$ cat src/rtl/flex_bit_timer.sv
// Runtime-configurable bit timer: one shift_strobe per bit period, packet_done on the
// last bit, a single packet per enable assertion, and abort when enable drops.
module flex_bit_timer #(
    parameter int CNT_WIDTH  = 8,
    parameter int IDX_WIDTH  = 4,
    parameter int MID_SAMPLE = 0
) (
    input  logic                 clk,
    input  logic                 n_rst,
    input  logic                 enable_timer,
    input  logic [CNT_WIDTH-1:0] bit_period,
    input  logic [IDX_WIDTH-1:0] num_bits,
    output logic                 shift_strobe,
    output logic                 packet_done,
    output logic                 busy,
    output logic [IDX_WIDTH-1:0] bit_index,
    output logic                 cfg_err
);

    typedef enum logic [1:0] {IDLE, RUN, HOLD} state_t;

    state_t               state_q;
    logic [CNT_WIDTH-1:0] cnt_q;
    logic [CNT_WIDTH-1:0] period_q;
    logic [IDX_WIDTH-1:0] nbits_q;
    logic                 first_q;
    logic                 strobe_q;
    logic                 done_q;
    logic                 busy_q;
    logic [IDX_WIDTH-1:0] idx_q;
    logic                 err_q;

    logic [CNT_WIDTH-1:0] cnt_d;
    logic [CNT_WIDTH-1:0] first_off;
    logic [CNT_WIDTH-1:0] target;
    logic [IDX_WIDTH-1:0] idx_d;
    logic                 hit;
    logic                 last_bit;
    logic                 cfg_ok;

    // cnt_q holds cycles elapsed minus one since the last strobe (or start), so the
    // strobe fires on the edge where the incremented count reaches the target.
    assign cnt_d     = cnt_q + CNT_WIDTH'(1);
    assign first_off = (MID_SAMPLE != 0) ? (period_q >> 1) : period_q;
    assign target    = first_q ? first_off : period_q;
    assign hit       = (cnt_d == target);
    assign idx_d     = idx_q + IDX_WIDTH'(1);
    assign last_bit  = (idx_d == nbits_q);
    assign cfg_ok    = (bit_period >= CNT_WIDTH'(2)) && (num_bits != '0);

    always_ff @(posedge clk) begin
        if (!n_rst) begin
            state_q  <= IDLE;
            cnt_q    <= '0;
            period_q <= '0;
            nbits_q  <= '0;
            first_q  <= 1'b0;
            strobe_q <= 1'b0;
            done_q   <= 1'b0;
            busy_q   <= 1'b0;
            idx_q    <= '0;
            err_q    <= 1'b0;
        end else begin
            strobe_q <= 1'b0;
            done_q   <= 1'b0;
            err_q    <= 1'b0;
            case (state_q)
                IDLE: begin
                    cnt_q <= '0;
                    idx_q <= '0;
                    if (enable_timer) begin
                        if (cfg_ok) begin
                            state_q  <= RUN;
                            busy_q   <= 1'b1;
                            period_q <= bit_period;
                            nbits_q  <= num_bits;
                            first_q  <= 1'b1;
                        end else begin
                            err_q <= 1'b1;
                        end
                    end
                end
                RUN: begin
                    // Abort wins over a coinciding strobe edge.
                    if (!enable_timer) begin
                        state_q <= IDLE;
                        busy_q  <= 1'b0;
                        cnt_q   <= '0;
                        idx_q   <= '0;
                    end else if (done_q) begin
                        state_q <= HOLD;
                        busy_q  <= 1'b0;
                    end else if (hit) begin
                        strobe_q <= 1'b1;
                        done_q   <= last_bit;
                        idx_q    <= idx_d;
                        cnt_q    <= '0;
                        first_q  <= 1'b0;
                    end else begin
                        cnt_q <= cnt_d;
                    end
                end
                HOLD: begin
                    if (!enable_timer) begin
                        state_q <= IDLE;
                        idx_q   <= '0;
                    end
                end
                default: state_q <= IDLE;
            endcase
        end
    end

    assign shift_strobe = strobe_q;
    assign packet_done  = done_q;
    assign busy         = busy_q;
    assign bit_index    = idx_q;
    assign cfg_err      = err_q;

endmodule

$ cat config.mk
export PLATFORM = sky130hd
export DESIGN_NAME = flex_bit_timer
export DESIGN_NICKNAME = d
export VERILOG_FILES = /design/src/rtl/flex_bit_timer.sv
export SDC_FILE = /design/constraint.sdc
export NUM_CORES = 1
export LEC_CHECK = 0
export ABC_AREA = 1
export ABC_CLOCK_PERIOD_IN_PS = 5010
export CORE_ASPECT_RATIO = 1.1
export CORE_MARGIN = 2
export CORE_UTILIZATION = 45
export CTS_BUF_LIST = sky130_fd_sc_hd__clkbuf_4
export DETAILED_ROUTE_END_ITERATION = 10
export GPL_TIMING_DRIVEN = 0
export PLACE_DENSITY = 0.76
export SYNTH_ARGS = -nofsm -noshare
export SYNTH_HDL_FRONTEND = slang
export SYNTH_SLANG_ARGS = --single-unit
$ cat constraint.sdc
create_clock -name clk -period 5.01 [get_ports clk]
set_input_delay 0.501 -clock clk [delete_from_list [all_inputs] [get_ports clk]]
set_output_delay 0.501 -clock clk [all_outputs]
set_load 0.03 [all_outputs]
==> results.txt, run 1 <==
----------------------------------------------------
[Run status]
  Status ... complete, no violations

[Run]
  Max Cap Violations ... 0

[Final layout]
  Fin util ... 0.553
  Layout-stage area growth over the synthesis result ... 19.6%
  Filler-free cell count of the finished design ... 323
  Share of cells above drive strength 1 ... 0.106
  Number of diodes ... 0
  Final net count ... 289

[Setup path]
  Critical path peak fanout ... 10
  WP data required ... 5.29 ns
  CP Launch Point ... bit_period[2]
  Worst Reg2Reg Path Length in Cells ... 14
  Crit. End Element ... register
  CP max stage delay ... 0.42 ns
  Arrival time of data at the critical path endpoint ... 2.35 ns
  Cells along the critical path ... clkdlybuf4s50_1 -> nor4_1 -> a22oi_1 -> nand3_1 -> clkbuf_1 -> o21ai_0 -> a21oi_1
  Reg-to-Reg Start ... cnt_q[1]
  Top delay family on crit path ... buffers and inverters
  Cell with the largest stage delay on the worst path ... clkdlybuf4s50_1
  End of the worst register-to-register path ... bit_index[3]
  Reg-to-reg slack, setup ... 3.11 ns
  Nature of the critical path startpoint ... input pin
  Category of the critical setup timing path ... input pin to register
  Buffer and inverter count on the worst path ... 2

[Floorplan]
  Die Outline Area ... 4200 sq um
  I/O Pins ... 23
  Area of the core ... roughly 3600 sq um
  Die Height ... 67.8 um
  Cell Rows ... 23
  Initial Utilization ... 0.463
  Die span in x ... 62.0 um

[STA]
  Final period demand of the worst path ... 2.07 ns
  Slew at the pin with the worst max-slew slack ... 0.529 ns
  Number of slew-limit violations in the final report ... 0
  Maximum operating frequency ... 483 MHz
  Unrepaired setup endpoints after global routing ... false
  Post-layout worst setup margin ... 2.94 ns
  Worst-case headroom to the max-slew limit ... 0.646
  Fin Clk Skew ... around 0.014 ns
  Finish-stage setup viols ... 0
  Min Hold Slack ... 0.463 ns
  Final Hold Fails ... 0
  Fin Setup TNS ... 0 ns
  Crit share post-route ... 0.414

[Pwr]
  Peak VDD IR ... 165 uV
  Leakage dissipation ... 0.758 nW
  Power density over cell area ... 244 nW/um^2

[Route]
  Routed Antenna Nets ... 0
  Violation count after the first detailed-route iteration ... 43
  Vias ... 1565
  Average wire per cell in the routed design ... about 11 um
  DRC viols ... 0
  DR vias/cell ... 4.85
  DR pass1 iterations ... 4
  Total Wirelength ... 3620 um

[Global route]
  Maximum number of pins on one net before global-route repair ... 11
  Number of global-route vias before repair ... 1501
  Wire length of the first global-routing pass ... around 6200 um
  Initial antenna violation count ... 0
  Global-route usage over all layers ... 0.202
  Total congestion overflow after global routing ... 0

[Place]
  Final GP Congestion ... 0.914
  Placement-stage worst setup slack ... 2.61 ns
  Buffers added on ports ... 21
  Total half-perimeter wirelength after legalization and detailed placement ... 2850 um
  Total instance count after detailed placement ... 315

[Clocking]
  H-tree Lvls ... 2
  Number of resized instances in the post-cts repair step ... 0
  Clock tree root driver cell ... clkbuf_4
  Post-CTS setup-driven buffer insertion count ... 0
  Clock-pin transition on the worst setup and hold timing paths ... 0.10 ns
  CTS buffer count ... 5
  Buffer levels on the longest clock path ... 2
  CTS tree ... done
  Sinks on the clock net ... 30
  Clock insertion delay at the later pin of the skew report ... 0.35 ns
  # hold bufs at CTS ... 0

[Worst hold path]
  Critical hold path startpoint ... first_off[1]
  Hold Path Sink ... first_off[1]
  Class of the tightest hold or removal check ... register to register
  Cell depth of the worst min-delay path ... 2

[Yosys]
  Synth Area per Inst ... 6.82 sq um
  Number of synthesized register bits ... 30
  Synth Cell Area ... 1660 sq um
  Synthesized Nets ... 261
  Sequential-to-total area share from yosys stat ... 0.361
  Number of warning messages in the yosys log ... 0
  Synth top area share ... 0.361
  Top cells by area in the synthesized netlist ... dfxtp_1 36%, nand2_1 9.9%, inv_1 7.7%
  Yosys top cell by area ... dfxtp_1
  Number of distinct library cell variants in the gate-level netlist after synthesis ... 27
  Synthesized instance count ... 244

----------------------------------------------------
## synth_stat cells
library cell and count:
nor2_4 3, nor2_2 2, nand3_4 1, ha_1 2, a22oi_1 1, inv_1 34
nand4_1 2, clkbuf_1 4, dfxtp_1 30, o21ai_0 15, xor2_1 4, o21ai_2 1
inv_2 2, nand3_1 24, nand3_2 4, o21bai_1 1, nand2_2 6, nand2_4 1
nand2_1 44, nor4_1 2, nor3_1 3, buf_6 1, nor2_1 27, a21oi_1 25
xnor2_1 3, or2_2 1, a31oi_1 1
## stage by stage
step | total power [W] | cell area (sq um)
after detailed placement | 0.000349 | 1940
final | 0.000486 | 1990
after global routing | 0.000510 | 1990
after global placement | 0.000348 | 1940
after CTS | 0.000490 | 1990
after floorplan | 0.000319 | 1660
## worst max-delay path by stage
| stage | endpoint | depth (start not counted) |
|---|---|---|
| 3_3_place_gp | first_off[7] | 7 |
| 2_1_floorplan | bit_index[1] | 14 |
| 6_report | first_off[7] | 7 |
| 5_1_grt | first_off[7] | 7 |
| 3_5_place_dp | first_off[7] | 7 |
| 4_1_cts | bit_index[0] | 1 |
## where the power goes
part           switching, W  leakage (nW)  total (W)  internal, W
Sequential       0.00000884         0.245   0.000259     0.000251
Combinational     0.0000478         0.484  0.0000836    0.0000357
Clock             0.0000910        0.0286   0.000143    0.0000520
## cell usage in the layout (no fill, tap or decap), types with 5 or more instances in the layout
cell type,Yosys,final
nand2_1,44,44
inv_1,34,34
dfxtp_1,30,30
nor2_1,27,27
a21oi_1,25,25
nand3_1,24,24
clkdlybuf4s50_1,0,21
o21ai_0,15,15
nand2_2,6,6
clkbuf_4,0,5
## sequential cells by signal, summed over array words and instances (netlist names)
register / cells
cnt_q: 8
bit_index: 4
nbits_q: 4
state_q: 2
shift_strobe: 1
cfg_err: 1
busy: 1
first_off: 8
packet_done: 1
## worst min-delay path: stages (launching register included)
cell and delay [ns]:
dfxtp_1 0.33, inv_1 0.05, a21oi_1 0.05
## logic make-up after synthesis
| family | share of synthesized area |
|---|---|
| xor+xnor | 0.0368 |
| compound gates | 0.138 |
| flops | 0.361 |
| buf+inv | 0.0970 |
| fa+ha+maj | 0.0150 |
| simple gates | 0.352 |
## layout make-up
| class | count | area, sq um |
|---|---|---|
| inverters | 36 | 135 |
| repair buffers | 21 | 210 |
| clock inverters | 3 | 16.3 |
| fillers | 370 | 1610 |
| flip-flops and latches | 30 | 601 |
| well taps | 50 | 62.6 |
| multi-input cells | 173 | 902 |
| clock buffers | 5 | 37.5 |
| plain buffers | 5 | 26.3 |
## per-layer routing
layer  share of wire  track usage  vias up
met2            0.51        0.368       17
met5               0            0        -
li1                -            -      841
met4           0.027        0.104        0
met3           0.028       0.0402        7
met1            0.43        0.211      700
Power figures use the tool's default switching activity.
==> run 2: changes to the inputs <==
--- a/config.mk
+++ b/config.mk
@@ -6,14 +6,14 @@
 export NUM_CORES = 1
 export LEC_CHECK = 0
 export ABC_AREA = 1
-export ABC_CLOCK_PERIOD_IN_PS = 5010
+export ABC_CLOCK_PERIOD_IN_PS = 1720
 export CORE_ASPECT_RATIO = 1.1
 export CORE_MARGIN = 2
 export CORE_UTILIZATION = 45
 export CTS_BUF_LIST = sky130_fd_sc_hd__clkbuf_4
 export DETAILED_ROUTE_END_ITERATION = 10
 export GPL_TIMING_DRIVEN = 0
-export PLACE_DENSITY = 0.76
+export PLACE_DENSITY = 0.78
 export SYNTH_ARGS = -nofsm -noshare
 export SYNTH_HDL_FRONTEND = slang
 export SYNTH_SLANG_ARGS = --single-unit
==> constraint.sdc (replaced) <==
create_clock -name clk -period 1.72 [get_ports clk]
set_input_delay 0.172 -clock clk [delete_from_list [all_inputs] [get_ports clk]]
set_output_delay 0.172 -clock clk [all_outputs]
set_load 0.03 [all_outputs]
==> run 2 against run 1 <==
  * The flow now finishes with violations (setup timing)
  * Hold slack got worse by 0.21 ns
  * Combinational power rose to 3.5 times the previous value
  * First-iteration DRC count rose by 74%
  * Cell count is 5.3% higher
  * Register-to-register slack got worse by 3.3 ns
  * Critical endpoint is now cnt_q[5]
  * Setup slack lost 3.2 ns
  * Via count increased by 12%
  * Global-route usage is 4.1 points higher
  * Count of clock-buffer cells in the layout is 1 higher
  * Die area stayed put
==> results.txt, run 2 (synthesis gave the netlist of run 1 again) <==
----------------------------------------------------
[Setup path]
  Cell with the largest stage delay on the worst path ... dfxtp_4
  Critical path peak fanout ... 7
  CP max stage delay ... slightly below 0.4 ns
  Nature of the critical path startpoint ... register
  Cells along the critical path ... buf_6 -> inv_4 -> nor2_4 -> nand3_2 -> buf_4 -> buf_4 -> buf_4 -> buf_4 -> buf_4 -> buf_4 -> nand3_1 -> a21oi_1
  Crit. End Element ... register
  Arrival time of data at the critical path endpoint ... 2.15 ns
  WP data required ... 1.92 ns
  CP Launch Point ... cnt_q[0]
  Reg-to-Reg Start ... cnt_q[0]
  Category of the critical setup timing path ... register to register
  Cell repeated most along the worst path ... buf_4

[Final layout]
  Count of filler cells inserted in the layout ... 287
  Final Instance Area ... approximately 2300 sq um
  Final net count ... 306
  Area of all sequential standard cells ... 608 sq um
  Highest-count cells in the layout ignoring fill and taps ... 33 x inv_1, 32 x nand2_1, 26 x dfxtp_1
  Most common cell after layout, fill and taps aside ... inv_1
  Number of diodes ... 0
  Combined area of the multi-input logic cells ... 1060 sq um
  Share of cells above drive strength 1 ... 0.303
  Layout-stage area growth over the synthesis result ... 38.9%

[Route]
  DRC viols ... 0
  Violation count after the first detailed-route iteration ... 75
  Routed Antenna Nets ... 0
  Total Wirelength ... 4730 um
  DR pass1 iterations ... 5
  DR vias/cell ... 5.15
  Average wire per cell in the routed design ... 13.9 um
  Vias ... 1750

[Global route]
  Number of global-route vias before repair ... 1714
  Initial antenna violation count ... 0
  Global-route usage over all layers ... 0.243
  Maximum number of pins on one net before global-route repair ... 11
  Total congestion overflow after global routing ... 0
  Wire length of the first global-routing pass ... roughly 7600 um

[Clocking]
  H-tree Lvls ... 2
  Clock insertion delay at the later pin of the skew report ... 0.34 ns
  CTS buffer count ... 5
  Clock-pin transition on the worst setup and hold timing paths ... around 0.11 ns
  CTS tree ... done
  Clock tree root driver cell ... clkbuf_4
  Buffer levels on the longest clock path ... 2
  Sinks on the clock net ... 30
  # hold bufs at CTS ... 0

[STA]
  Final Hold Fails ... 0
  Crit share post-route ... 1.13
  Finish-stage setup viols ... 14
  Maximum operating frequency ... between 500 and 600 MHz
  Number of slew-limit violations in the final report ... 0
  Slew at the pin with the worst max-slew slack ... 0.611 ns
  Final period demand of the worst path ... 1.95 ns
  Fin Setup TNS ... -1.90 ns
  Fin Clk Skew ... 0.0161 ns
  Post-layout worst setup margin ... -0.232 ns
  Min Hold Slack ... 0.253 ns
  Unrepaired setup endpoints after global routing ... true
  Worst-case headroom to the max-slew limit ... 0.593

[Run]
  Max Cap Violations ... 0

[Worst hold path]
  Class of the tightest hold or removal check ... input pin to register
  Critical hold path startpoint ... n_rst

[Run status]
  Status ... finished with violations
  Violated checks ... setup timing

[Floorplan]
  Die Height ... just under 70 um
  Cell Rows ... 23
  Die Outline Area ... between 4000 and 5000 sq um
  I/O Pins ... 23
  Area of the core ... 3600 sq um
  Initial Utilization ... 0.463
  Die span in x ... 62.0 um

[Place]
  Total half-perimeter wirelength after legalization and detailed placement ... approximately 2900 um
  Buffers added on ports ... 21
  Final GP Congestion ... 0.809
  Total cell area at the placement stage ... 1940 sq um

[Pwr]
  Power density over cell area ... 641 nW/um^2
  Peak VDD IR ... 468 uV
  Leakage dissipation ... 0.910 nW

----------------------------------------------------
[run 2: changes by cell type in the layout (fill, tap and decap cells not counted), moves of 5 or more]
cell,delta
buf_4,+14
nor2_1,-5
nand2_2,+10
nand2_1,-12
nand3_1,-13
nand3_2,+12
[run 2: critical path: cells and delay by family (launching register included)]
| kind | cells | cell delay (ns) |
|---|---|---|
| simple gates | 3 | 0.45 |
| buf+inv | 8 | 0.91 |
| flops | 1 | 0.39 |
| compound gates | 1 | 0.06 |
[run 2: layout make-up]
| type | count | share of cell area |
|---|---|---|
| Buffer | 5 | 0.0124 |
| Timing Repair Buffer | 38 | 0.152 |
| Multi-Input combinational cell | 173 | 0.460 |
| Clock buffer | 6 | 0.0195 |
| Clock inverter | 2 | 0.00379 |
| Sequential cell | 30 | 0.263 |
| Tap cell | 50 | 0.0271 |
| Inverter | 36 | 0.0617 |
[run 2: through the flow]
| step | setup WS, ns | utilization | power (W) | instances |
|---|---|---|---|---|
| after floorplan | 0.0500 | - | 0.000929 | 244 |
| after global placement | -0.325 | 0.538 | 0.00102 | 315 |
| after detailed placement | -0.355 | 0.538 | 0.00102 | 315 |
| after CTS | -0.0828 | 0.599 | 0.00145 | 335 |
| after global routing | -0.367 | 0.643 | 0.00155 | 340 |
| final | -0.232 | 0.643 | 0.00148 | 340 |
[run 2: timing repair]
item                                    4_1_cts  5_1_grt
pin swaps                                    10       20
gates cloned                                  0        0
hold endpoints to repair                      0        0
gates resized for setup                      22       36
endpoints found under the setup margin       15       25
setup buffers                                12        5
[run 2: worst paths after layout]
path,to,slack (ns),cells past startpoint
worst max-delay path,cnt_q[5],-0.23,12
worst min register to register,nbits_q[0],0.47,2
worst max register to register,cnt_q[5],-0.23,12
worst min-delay path,first_off[4],0.25,3
[run 2: metal layers]
layer  wire (um)  vias up  GRT usage
li1            -      880          -
met1        1880      803      0.276
met2        2440       48      0.418
met3         239       19     0.0575
met4         176        0      0.117
met5           0        -          0
[run 2: report_power, final]
| part | leakage (nW) | internal (W) | switching [W] |
|---|---|---|---|
| logic | 0.630 | 0.000124 | 0.000171 |
| clock network | 0.0331 | 0.000169 | 0.000261 |
| registers | 0.248 | 0.000730 | 0.0000281 |
